===== src/rtl/prog_loader_pkg.sv =====
// Shared types for the program loader: FSM state encoding and default geometry.
package prog_loader_pkg;
  localparam int ADDR_W_DEF = 6;

  typedef enum logic [2:0] {HDR, ASM, WR, CHK, DONE, ERROR} state_t;
endpackage


===== src/rtl/prog_loader_byte_packer.sv =====
// Little-endian 4-byte to 32-bit word assembler; the byte index selects the lane written.
module byte_packer (
  input  logic        clk,
  input  logic        rst,
  input  logic        clr,
  input  logic        load,
  input  logic [7:0]  byte_in,
  output logic [31:0] word,
  output logic        last
);
  logic [1:0] idx;

  assign last = load && (idx == 2'd3);

  always_ff @(posedge clk or posedge rst) begin
    if (rst) begin
      idx  <= '0;
      word <= '0;
    end else if (clr) begin
      idx <= '0;
    end else if (load) begin
      idx <= idx + 2'd1;
      for (int b = 0; b < 4; b++)
        if (idx == 2'(b)) word[b*8 +: 8] <= byte_in;
    end
  end
endmodule


===== src/rtl/prog_loader.sv =====
// Serial program loader: header byte N, then 4N little-endian bytes written as N words.
// Define PROG_LOADER_CHECKSUM_EN to append an XOR checksum byte checked before DONE.
module prog_loader
  import prog_loader_pkg::*;
#(
  parameter int ADDR_W = ADDR_W_DEF
) (
  input  logic              clk,
  input  logic              rst,
  input  logic              start,
  input  logic [7:0]        byte_in,
  input  logic              byte_valid,
  output logic              byte_ready,
  output logic              wr_en,
  output logic [ADDR_W-1:0] wr_addr,
  output logic [31:0]       wr_data,
  output logic              cpu_rst,
  output logic              done,
  output logic              error
);
  // Counter must hold both 2^ADDR_W (header 0) and any 8-bit header value.
  localparam int CNT_W = (ADDR_W + 1 > 9) ? ADDR_W + 1 : 9;

`ifdef PROG_LOADER_CHECKSUM_EN
  localparam state_t WR_FIN = CHK;
`else
  localparam state_t WR_FIN = DONE;
`endif

  state_t            state, nxt;
  logic              armed, fire, last;
  logic [CNT_W-1:0]  rem, hdr_n;
  logic [ADDR_W-1:0] addr;

  // armed keeps byte_ready low until the first edge after reset release
  assign byte_ready = armed && (state == HDR || state == ASM || state == CHK);
  assign fire       = byte_valid && byte_ready;
  assign hdr_n      = (byte_in == 8'd0) ? (CNT_W'(1) << ADDR_W)
                                        : {{(CNT_W-8){1'b0}}, byte_in};

  byte_packer u_pack (
    .clk     (clk),
    .rst     (rst),
    .clr     (state == HDR),
    .load    (fire && state == ASM),
    .byte_in (byte_in),
    .word    (wr_data),
    .last    (last)
  );

  always_ff @(posedge clk or posedge rst) begin
    if (rst) begin
      state <= HDR;
      armed <= 1'b0;
      rem   <= '0;
      addr  <= '0;
    end else begin
      state <= nxt;
      armed <= 1'b1;
      if (state == HDR && fire) begin
        rem  <= hdr_n;
        addr <= '0;
      end else if (state == WR) begin
        rem  <= rem - CNT_W'(1);
        addr <= addr + ADDR_W'(1);
      end
    end
  end

`ifdef PROG_LOADER_CHECKSUM_EN
  logic [7:0] csum;

  always_ff @(posedge clk or posedge rst) begin
    if (rst)                      csum <= '0;
    else if (state == HDR)        csum <= '0;
    else if (state == ASM && fire) csum <= csum ^ byte_in;
  end
`endif

  always_comb begin
    nxt = state;
    case (state)
      HDR:  if (fire) nxt = ASM;
      ASM:  if (last) nxt = WR;
      WR:   nxt = (rem == CNT_W'(1)) ? WR_FIN : ASM;
`ifdef PROG_LOADER_CHECKSUM_EN
      CHK:  if (fire) nxt = (byte_in == csum) ? DONE : ERROR;
      ERROR: if (start) nxt = HDR;
`endif
      DONE: if (start) nxt = HDR;
      default: nxt = HDR;
    endcase
  end

  assign wr_en   = (state == WR);
  assign wr_addr = addr;
  assign cpu_rst = (state != DONE);
  assign done    = (state == DONE);
`ifdef PROG_LOADER_CHECKSUM_EN
  assign error   = (state == ERROR);
`else
  assign error   = 1'b0;
`endif
endmodule

===== config.mk =====
export PLATFORM = sky130hd
export DESIGN_NAME = prog_loader
export DESIGN_NICKNAME = d
export VERILOG_FILES = /design/src/rtl/prog_loader_pkg.sv /design/src/rtl/prog_loader_byte_packer.sv /design/src/rtl/prog_loader.sv
export SDC_FILE = /design/constraint.sdc
export NUM_CORES = 1
export LEC_CHECK = 0
export BUFFER_PORTS_ARGS = -buffer_cell sky130_fd_sc_hd__buf_2
export CAP_MARGIN = 20
export CORE_MARGIN = 2
export CORE_UTILIZATION = 51
export CTS_CLUSTER_SIZE = 28
export DETAILED_ROUTE_END_ITERATION = 7
export GPL_ROUTABILITY_DRIVEN = 0
export GPL_TIMING_DRIVEN = 0
export PLACE_DENSITY = 0.76
export SYNTH_ARGS = -nofsm -noshare
export SYNTH_HDL_FRONTEND = slang
export SYNTH_HIERARCHICAL = 1
export SYNTH_SLANG_ARGS = --single-unit

===== constraint.sdc =====
create_clock -name clk -period 5.1 [get_ports clk]
set_input_delay 1.02 -clock clk [delete_from_list [all_inputs] [get_ports clk]]
set_output_delay 1.02 -clock clk [all_outputs]
set_load 0.03 [all_outputs]

==> flow_summary_export.csv, run 1 <==
group,metric,value,unit
synth,synth_edf_count,0,
timing,timing.final.crit_share,54.9,%
synth,synthArstFlopShare,100,%
timing,worstMarginPinSlew,0.774,ns
grt,grt_max_degree,20,
pwr,leakagePower,1.54,nW
placement,dp_cells,323,
die,rows,25,
timing,setup_violations,0,
critical_path,cp-start-kind,"flop",
min_path,hp-start,"wr_addr[4]$_DFFE_PP0P_",
timing,slew_headroom,48.3,%
timing,report.final.slew_viol_count,0,
critical_path,cp.buffers_inverters,3,
cts,postCtsSetupRepairBufs,0,
synth,yosysMostFrequentCell,"dfrtp_1",
timing,hold_viol_final,0,
timing,skew,0.00616,ns
timing,finalSetupTns,0,ns
pwr,powerDensity,556,mW/mm^2
routing,dr.pass1.iters,4,
pwr,peakVddDrop,0.381,mV
routing,routedWlPerCell,15.5,um
timing,layout_setup_ws,2.30,ns
synth,synth_seq_area_share,52.2,%
routing,viasPerCell,5.48,
run_status,outcome,"complete, no violations",
layout,final_cells,331,
grt,grt_pass1_vias,1751,
grt,grt_pass1_wl,8.35,mm
die,io_pins,55,
synth,yosys.area.top_type,"dfrtp_1",
cts,cts_tree,"done",
timing,grt_setup_unrepaired,"false",
critical_path,crit_type,"flop to primary output",
synth,ys_warn_count,6,
cts,cts-buffers-inserted,5,
synth,synth.area.top_cells,"dfrtp_1, mux2_2, ha_1, nand3b_4, a21oi_1",
layout,layout-drive-gt1-share,42.0,%
die,start_util,53.4,%
synth,avgSynthCellArea,12.6,sq um
timing,timing.final.crit_period,2.80,ns
cts,cts_buffer_depth,2,
timing,max_freq,0.357,GHz
critical_path,endpoint_kind,"primary output",
routing,wirelength,5.13,mm
pwr,power,1.68,mW
critical_path,worstPathRequired,4.08,ns
cts,cts-root-buf,"clkbuf_8",
layout,seqCellArea,0.00133,sq mm
layout,multi_input_area,0.00111,sq mm
grt,overflow,0,
synth,synthFlopType,"dfrtp_1",
grt,antenna_found_initial,0,
min_path,holdCritPathClass,"flop to flop",
critical_path,crit_arrival,1.78,ns
layout,n_antenna_cell,0,
cts,htree_levels,2,
synth,ys_top_cells_by_count,"dfrtp_1, mux2_2, nor2_1",
run,maxCapViolations,0,
die,dieArea,0.00556,sq mm
cts,cts_resized,0,
routing,vias,1813,
synth,syn_nets,221,
die,die_h,74.6,um
cts,cts_sinks,53,
cts,insertion_delay,0.31,ns
routing,drtIter0Drc,125,
critical_path,crit_family,"simple AND/OR/NAND/NOR gates",
critical_path,timing.rr.start,"state[1]$_DFFE_PP0P_",
die,core-area,0.00475,sq mm
placement,portBuffers,53,
critical_path,crit_path_max_incr_delay,0.50,ns
synth,syn_area,0.00254,sq mm
synth,synth_cells,202,
cts,clk_pin_slew,0.10,ns
synth,ys_types,47,
die,die_x,74.6,um
synth,synth_top_area_share,52.2,%
cts,ctsHoldBuffers,0,
critical_path,cp_cell_sequence,"buf_6 > nor2_1 > nand2_1 > inv_1 > buf_2",
routing,ant_nets,0,
layout,nNetsFinal,282,
layout,area_delta_synth_final,18.7,%
routing,drc,0,
critical_path,critPathSlowestCell,"nor2_1",
critical_path,path_max_fanout,10,
critical_path,critPathLaunch,"state[1]$_DFFE_PP0P_",
placement,dpl_worst_slack,2.55,ns
synth,ys_ff_latch,53,
placement,dp_hpwl,3.73,mm
grt,grt_usage,19.9,%
layout,nFillCells,419,
## cell families after synthesis
| kind of cell | Yosys count | synth area share (%) |
|---|---|---|
| adder cells (fa/ha/maj) | 7 | 3.45 |
| buffers and inverters | 18 | 4.04 |
| XOR/XNOR | 5 | 1.72 |
| multiplexers | 34 | 15.3 |
| AND/OR/NAND/NOR | 55 | 15.7 |
| flip-flops | 53 | 52.2 |
| other | 2 | 0.296 |
| AO/OA/AOI/OAI | 28 | 7.29 |
## metrics by stage
step                instance area, sq um  utilization (%)  hold slack (ns)
finish                              3010             63.4            0.504
global route                        3010             63.4            0.521
CTS                                 3010             63.4            0.501
detailed placement                  2920             61.3            0.486
global placement                    2890             60.7            0.481
floorplan                           2540                -            0.507
## worst paths after layout
check / end / slack (ns) / cells after the start
min in group asynchronous: wr_addr[4]$_DFFE_PP0P_ / 0.84 / 2
min reg2reg: wr_addr[4]$_DFFE_PP0P_ / 0.50 / 1
max: done / 2.30 / 5
min: wr_addr[4]$_DFFE_PP0P_ / 0.50 / 1
max reg2reg: u_pack/word[31]$_DFFE_PP0P_ / 2.95 / 6
max in group asynchronous: u_pack/word[13]$_DFFE_PP0P_ / 3.71 / 3
## routing by layer
metal	wire length (um)	vias to the layer above	GRT usage, %
met3	378	8	6.50
met2	2430	57	31.8
met1	2260	889	26.1
li1	-	859	-
met5	0	-	0
met4	68	0	5.95
## sequential cells by signal, summed over array words and instances (netlist names)
register,flops
u_pack/word,32
rem,9
wr_addr,6
state,3
u_pack/idx,2
armed,1
## layout by cell type, fill, tap and decap left out, types with 3 or more instances in the layout
master,instances
buf_2,54
nand4b_1,3
nor3b_1,3
o21ai_0,6
clkbuf_1,4
nand3b_4,4
nand3_1,6
a21oi_1,9
ha_1,7
xnor2_1,5
dfrtp_1,53
nor2_1,10
clkbuf_8,5
nor4_1,3
nand2_1,4
mux2_2,30
nor3_1,4
inv_1,7
buf_6,4
## area by class of cell
type                       instances  share of cell area (%)
inverter                           8                   0.997
clock buffer                       5                    2.28
buffer                            10                    2.41
sequential                        53                    44.0
multi-input combinational        131                    36.8
timing repair buffer              54                    9.72
tap                               67                    2.78
clock inverter                     3                   0.955
## report_power, final
group          internal (mW)  total (mW)  switching, mW
logic                  0.284       0.742          0.458
clock network          0.103       0.250          0.147
registers              0.579       0.685          0.106
total                  0.965        1.68          0.711
(Power assumes the default switching activity.)
==> inputs of run 2 (changes only) <==
--- a/config.mk
+++ b/config.mk
@@ -5,6 +5,7 @@
 export SDC_FILE = /design/constraint.sdc
 export NUM_CORES = 1
 export LEC_CHECK = 0
+export ABC_AREA = 1
 export BUFFER_PORTS_ARGS = -buffer_cell sky130_fd_sc_hd__buf_2
 export CAP_MARGIN = 20
 export CORE_MARGIN = 2
@@ -13,7 +14,7 @@
 export DETAILED_ROUTE_END_ITERATION = 7
 export GPL_ROUTABILITY_DRIVEN = 0
 export GPL_TIMING_DRIVEN = 0
-export PLACE_DENSITY = 0.76
+export PLACE_DENSITY = 0.75
 export SYNTH_ARGS = -nofsm -noshare
 export SYNTH_HDL_FRONTEND = slang
 export SYNTH_HIERARCHICAL = 1
==> constraint.sdc (replaced) <==
create_clock -name clk -period 2.6 [get_ports clk]
set_input_delay 0.52 -clock clk [delete_from_list [all_inputs] [get_ports clk]]
set_output_delay 0.52 -clock clk [all_outputs]
set_load 0.03 [all_outputs]
==> run 2 against run 1 <==
Critical path depth unchanged; register-to-register slack got worse by 2.3 ns; combinational power up 100%; area after synthesis is 7.8% higher; cell count grew 41%; sequential cell count is the same; cell area is 6.6% higher; utilization fell by 0.86 points; non-clock buffer count increased by 6; clock power rose by 96%; setup slack lost 1.7 ns; critical path type unchanged; largest power group unchanged; highest routed layer unchanged.
==> flow_summary_export.csv, run 2 <==
group,metric,value,unit
cts,cts-root-buf,"clkbuf_8",
die,die_x,77.3,um
grt,grt_usage,22.5,%
die,io_pins,55,
critical_path,reg2reg_depth,9,
critical_path,endpoint_kind,"primary output",
grt,grt_max_degree,21,
pwr,leakagePower,1.86,nW
placement,dp_hpwl,4.72,mm
die,start_util,53.2,%
grt,antenna_found_initial,0,
critical_path,cp-start-kind,"flop",
timing,setup_violations,0,
routing,drtIter0Drc,156,
layout,area_delta_synth_final,17.4,%
synth,synth_edf_count,0,
critical_path,worstPathRequired,2.08,ns
grt,top_usage_layer,"met2",
routing,wirelength,6.40,mm
timing,skew,0.00911,ns
cts,insertion_delay,0.31,ns
synth,ys_top_cells_by_count,"nand2_1, dfrtp_1, nand4_1",
placement,portBuffers,53,
timing,timing.final.crit_share,76.0,%
layout,final_cells,468,
cts,ctsHoldBuffers,0,
layout,final_cell_mix,"nand2_1, buf_2, dfrtp_1",
critical_path,critPathLaunch,"state[2]$_DFFE_PP0P_",
synth,ys_ff_latch,53,
routing,dr.pass1.iters,4,
grt,overflow,0,
pwr,powerDensity,1000,mW/mm^2
routing,vias,2445,
placement,placed_area,0.00312,sq mm
layout,largest_register,"u_pack/word",
critical_path,reg2reg_to,"state[1]$_DFFE_PP0P_",
pwr,p_int,1.74,mW
run,maxCapViolations,0,
grt,use_met1,31.7,%
pwr,power.switching,1.48,mW
layout,final_area,0.00321,sq mm
synth,ys_warn_count,6,
synth,synth_top_area_share,48.5,%
synth,syn_nets,355,
min_path,holdCritPathClass,"input port to asynchronous set/reset pin",
cts,clk_pin_slew,0.10,ns
pwr,peakVddDrop,0.552,mV
timing,report.final.slew_viol_count,0,
cts,htree_levels,2,
routing,viasPerCell,5.22,
pwr,combPwrFrac,46.6,%
cts,cts-buffers-inserted,5,
pwr,pwr-share-seq,38.1,%
die,core-area,0.00514,sq mm
synth,yosysMostFrequentCell,"nand2_1",
synth,synth_cells,336,
critical_path,crit_type,"flop to primary output",
critical_path,path_max_fanout,10,
synth,ys_types,29,
synth,synthArstFlopShare,100,%
critical_path,critPathCapture,"wr_en",
critical_path,crit_arrival,1.46,ns
timing,slew_headroom,49.6,%
layout,nNetsFinal,416,
critical_path,rrSetupSlack,0.67,ns
grt,grt_use_met3,3.88,%
cts,cts_resized,0,
die,die_h,77.3,um
critical_path,timing.rr.start,"state[2]$_DFFE_PP0P_",
grt,grt_pass1_wl,10.8,mm
die,dieArea,0.00597,sq mm
synth,avgSynthCellArea,8.14,sq um
timing,max_freq,0.506,GHz
timing,finalSetupTns,0,ns
timing,worstMarginPinSlew,0.756,ns
die,rows,26,
timing,timing.final.crit_period,1.98,ns
synth,syn_area,0.00274,sq mm
routing,ant_nets,0,
cts,postCtsSetupRepairBufs,0,
layout,layout-drive-gt1-share,24.1,%
grt,grt.met2_usage,35.4,%
synth,synth.area.top_cells,"dfrtp_1, nand2_1, nand4_1, nand3_1, inv_1",
cts,cts_tree,"done",
synth,synth_seq_area_share,48.5,%
pwr,switching_share,45.9,%
cts,cts_sinks,53,
routing,drc,0,
placement,dp_cells,460,
pwr,clkPwrFrac,15.2,%
run_status,outcome,"complete, no violations",
layout,final_common_cell,"nand2_1",
layout,nFillCells,489,
synth,synthFlopType,"dfrtp_1",
layout,n_antenna_cell,0,
timing,hold_viol_final,0,
grt,grt_pass1_vias,2236,
timing,grt_setup_unrepaired,"false",
routing,routedWlPerCell,13.7,um
synth,yosys.area.top_type,"dfrtp_1",
cts,cts_buffer_depth,2,
layout,largest_reg_flops,32,
==> run 2: final cells by class <==
type / count / area, sq um / area share [%]
timing repair buffer: 54 / 293 / 9.11
multi-input combinational: 234 / 1160 / 36.1
clock inverter: 2 / 13.8 / 0.428
sequential: 53 / 1330 / 41.3
inverter: 33 / 124 / 3.86
buffer: 16 / 126 / 3.93
tap: 70 / 87.6 / 2.73
clock buffer: 6 / 82.6 / 2.57
==> run 2: stage by stage <==
step                power, mW  util (%)  setup WS [ns]  hold slack, ns
global route             3.47      62.5          0.487           0.357
CTS                      3.24      62.5          0.625           0.325
detailed placement       2.75      60.6          0.664           0.455
finish                   3.22      62.5          0.624           0.307
floorplan                2.35         -          0.980           0.471
global placement         2.70      60.1          0.708           0.454
==> run 2: critical path, cell delays in order (launching register included) <==
cell and delay (ns):
dfrtp_1 0.44, inv_2 0.11, nand3_2 0.11, inv_2 0.13
buf_6 0.16, buf_2 0.20
==> run 2: kinds of logic (layout without fill, tap and decap cells) <==
logic type / after synthesis / after routing / share of synthesized area [%]
AND/OR/NAND/NOR: 212 / 212 / 35.8
flip-flops: 53 / 53 / 48.5
buffers and inverters: 49 / 111 / 9.14
AO/OA/AOI/OAI: 11 / 11 / 2.42
adder cells (fa/ha/maj): 7 / 7 / 3.20
other: 2 / 2 / 0.274
XOR/XNOR: 2 / 2 / 0.640
==> run 2: how the worst min path moves through the flow <==
stage | to | slack, ns | depth (start not counted)
after detailed placement | u_pack/word[2]$_DFFE_PP0P_ | 0.45 | 2
final | u_pack/word[24]$_DFFE_PP0P_ | 0.31 | 2
after global routing | u_pack/word[8]$_DFFE_PP0P_ | 0.36 | 2
after CTS | u_pack/word[24]$_DFFE_PP0P_ | 0.32 | 2
after floorplan | armed$_DFF_PP0_ | 0.47 | 1
after global placement | u_pack/word[2]$_DFFE_PP0P_ | 0.45 | 2
==> run 2: power by group through the flow <==
stage               sequential [mW]  clock [mW]  combinational [mW]
global placement               1.24           0                1.46
detailed placement             1.24           0                1.50
CTS                            1.23       0.503                1.51
floorplan                      1.52           0               0.831
finish                         1.23       0.491                1.50
global route                   1.26       0.537                1.67
==> run 2: per-layer routing <==
metal	up-vias	routed length (um)
met3	10	449
met5	-	0
li1	1216	-
met1	1135	2890
met2	84	2960
met4	0	99
==> inputs of run 3 (changes only) <==
--- a/config.mk
+++ b/config.mk
@@ -5,7 +5,7 @@
 export SDC_FILE = /design/constraint.sdc
 export NUM_CORES = 1
 export LEC_CHECK = 0
-export ABC_AREA = 1
+export ABC_AREA = 0
 export BUFFER_PORTS_ARGS = -buffer_cell sky130_fd_sc_hd__buf_2
 export CAP_MARGIN = 20
 export CORE_MARGIN = 2
@@ -14,7 +14,7 @@
 export DETAILED_ROUTE_END_ITERATION = 7
 export GPL_ROUTABILITY_DRIVEN = 0
 export GPL_TIMING_DRIVEN = 0
-export PLACE_DENSITY = 0.75
+export PLACE_DENSITY = 0.76
 export SYNTH_ARGS = -nofsm -noshare
 export SYNTH_HDL_FRONTEND = slang
 export SYNTH_HIERARCHICAL = 1
==> constraint.sdc (replaced) <==
create_clock -name clk -period 2.1 [get_ports clk]
set_input_delay 0.42 -clock clk [delete_from_list [all_inputs] [get_ports clk]]
set_output_delay 0.42 -clock clk [all_outputs]
set_load 0.03 [all_outputs]
==> run 3 against run 2 <==
Cell area is 5.2% lower; critical path type unchanged; sequential cell count stayed put; count of clock-buffer cells in the layout decreased by 1; cell count down 29%.
==> flow_summary_export.csv, run 3 (synthesized netlist as in run 1, its figures left out) <==
group,metric,value,unit
layout,n_antenna_cell,0,
routing,wirelength,5.16,mm
grt,grt_usage,19.9,%
pwr,peakVddDrop,0.926,mV
min_path,holdCritPathClass,"input port to asynchronous set/reset pin",
routing,routedWlPerCell,15.6,um
timing,fin_hold_ws,0.237,ns
die,dieArea,0.00556,sq mm
routing,dr.pass1.iters,4,
critical_path,path_max_fanout,10,
layout,final_cell_mix,"buf_2, dfrtp_1, mux2_2",
layout,largest_reg_flops,32,
timing,timing.final.crit_period,2.03,ns
cts,htree_levels,2,
timing,max_freq,0.492,GHz
critical_path,worstPathRequired,1.68,ns
grt,grt_max_degree,20,
layout,area_delta_synth_final,20.0,%
pwr,leakagePower,1.54,nW
timing,skew,0.00686,ns
placement,dp_hpwl,3.73,mm
grt,grt_pass1_wl,8.38,mm
layout,final_area,0.00305,sq mm
run_status,outcome,"complete, no violations",
placement,dp_cells,323,
die,rows,25,
layout,nNetsFinal,283,
critical_path,crit_arrival,1.61,ns
layout,layout-drive-gt1-share,43.0,%
timing,slew_headroom,47.9,%
routing,ant_nets,0,
die,core-area,0.00475,sq mm
cts,clk_pin_slew,0.11,ns
grt,antenna_found_initial,0,
cts,cts-root-buf,"clkbuf_8",
timing,hold_viol_final,0,
critical_path,crit_type,"flop to primary output",
critical_path,endpoint_kind,"primary output",
placement,portBuffers,53,
routing,drc,0,
cts,cts_sinks,53,
critical_path,cp-start-kind,"flop",
pwr,power,4.09,mW
die,die_h,74.6,um
placement,placed_area,0.00292,sq mm
timing,timing.final.crit_share,96.8,%
die,start_util,53.4,%
routing,vias,1805,
cts,cts_tree,"done",
cts,cts_buffer_depth,2,
die,die_x,74.6,um
timing,grt_setup_unrepaired,"false",
timing,setup_violations,0,
layout,final_util,64.1,%
layout,final_cells,332,
run,maxCapViolations,0,
timing,report.final.slew_viol_count,0,
routing,drtIter0Drc,118,
layout,largest_register,"u_pack/word",
cts,ctsHoldBuffers,0,
routing,viasPerCell,5.44,
cts,insertion_delay,0.31,ns
cts,cts-buffers-inserted,5,
grt,grt_pass1_vias,1762,
grt,overflow,0,
timing,worstMarginPinSlew,0.780,ns
die,io_pins,55,
pwr,powerDensity,1340,mW/mm^2
run 3: cell count changes in the layout (fill, tap and decap cells not counted), moves of 4 or more:
| cell | change |
|---|---|
| buf_2 | -4 |
| nand4_1 | -36 |
| nand3b_4 | +4 |
| inv_1 | -21 |
| clkbuf_1 | +4 |
| xnor2_1 | +5 |
| nor2_2 | -4 |
| mux2_2 | +30 |
| inv_2 | -5 |
| nand2_1 | -111 |
| nor2_1 | -10 |
| buf_4 | -4 |
| nand3_1 | -20 |
| a21oi_1 | +7 |
run 3: worst max-delay path, stage by stage, from the launching register on:
cell	delay [ns]
dfrtp_1	0.38
buf_6	0.14
or3b_4	0.40
buf_6	0.16
inv_6	0.09
buf_6	0.13
run 3: path summary, 6_finish.rpt:
path / startpoint / endpoint / slack (ns) / cells after the start
min reg2reg: wr_addr[4]$_DFFE_PP0P_ / wr_addr[4]$_DFFE_PP0P_ / 0.50 / 1
max reg2reg: state[2]$_DFFE_PP0P_ / u_pack/word[26]$_DFFE_PP0P_ / 0.12 / 6
min: rst / wr_addr[4]$_DFFE_PP0P_ / 0.24 / 2
max: state[0]$_DFFE_PP0P_ / wr_en / 0.07 / 5
max in group asynchronous: rst / u_pack/word[13]$_DFFE_PP0P_ / 1.31 / 3
min in group clk: start / state[2]$_DFFE_PP0P_ / 0.30 / 2
run 3: area by class of cell:
cell class	count	area, sq um
Buffer	10	72.6
Multi-Input combinational cell	131	1120
Fill cell	415	1710
Clock buffer	5	68.8
Sequential cell	53	1330
Clock inverter	3	28.8
Tap cell	67	83.8
Timing Repair Buffer	55	307
Inverter	8	35.0
run 3: per-layer routing:
layer	part of all wire, %	global-route usage [%]
met4	1.2	5.95
met2	48	31.8
met3	7.3	6.50
met1	44	26.2
met5	0	0
run 3: stage by stage:
stage          setup TNS [ns]  worst slack (ns)
6_report                    0            0.0673
5_1_grt                     0           0.00959
4_1_cts                     0            0.0208
3_5_place_dp           -0.547           -0.0521
3_3_place_gp          -0.0564           -0.0104
2_1_floorplan               0             0.253
run 3: power breakdown:
part           internal (mW)  switching [mW]
Combinational          0.696            1.12
Sequential              1.41           0.257
Clock                  0.250           0.360
Total                   2.35            1.74
run 3: timing repair:
item	4_1_cts	5_1_grt
buffers inserted	1	0
gates cloned	0	0
setup endpoints to repair	35	6
resized for setup	4	4
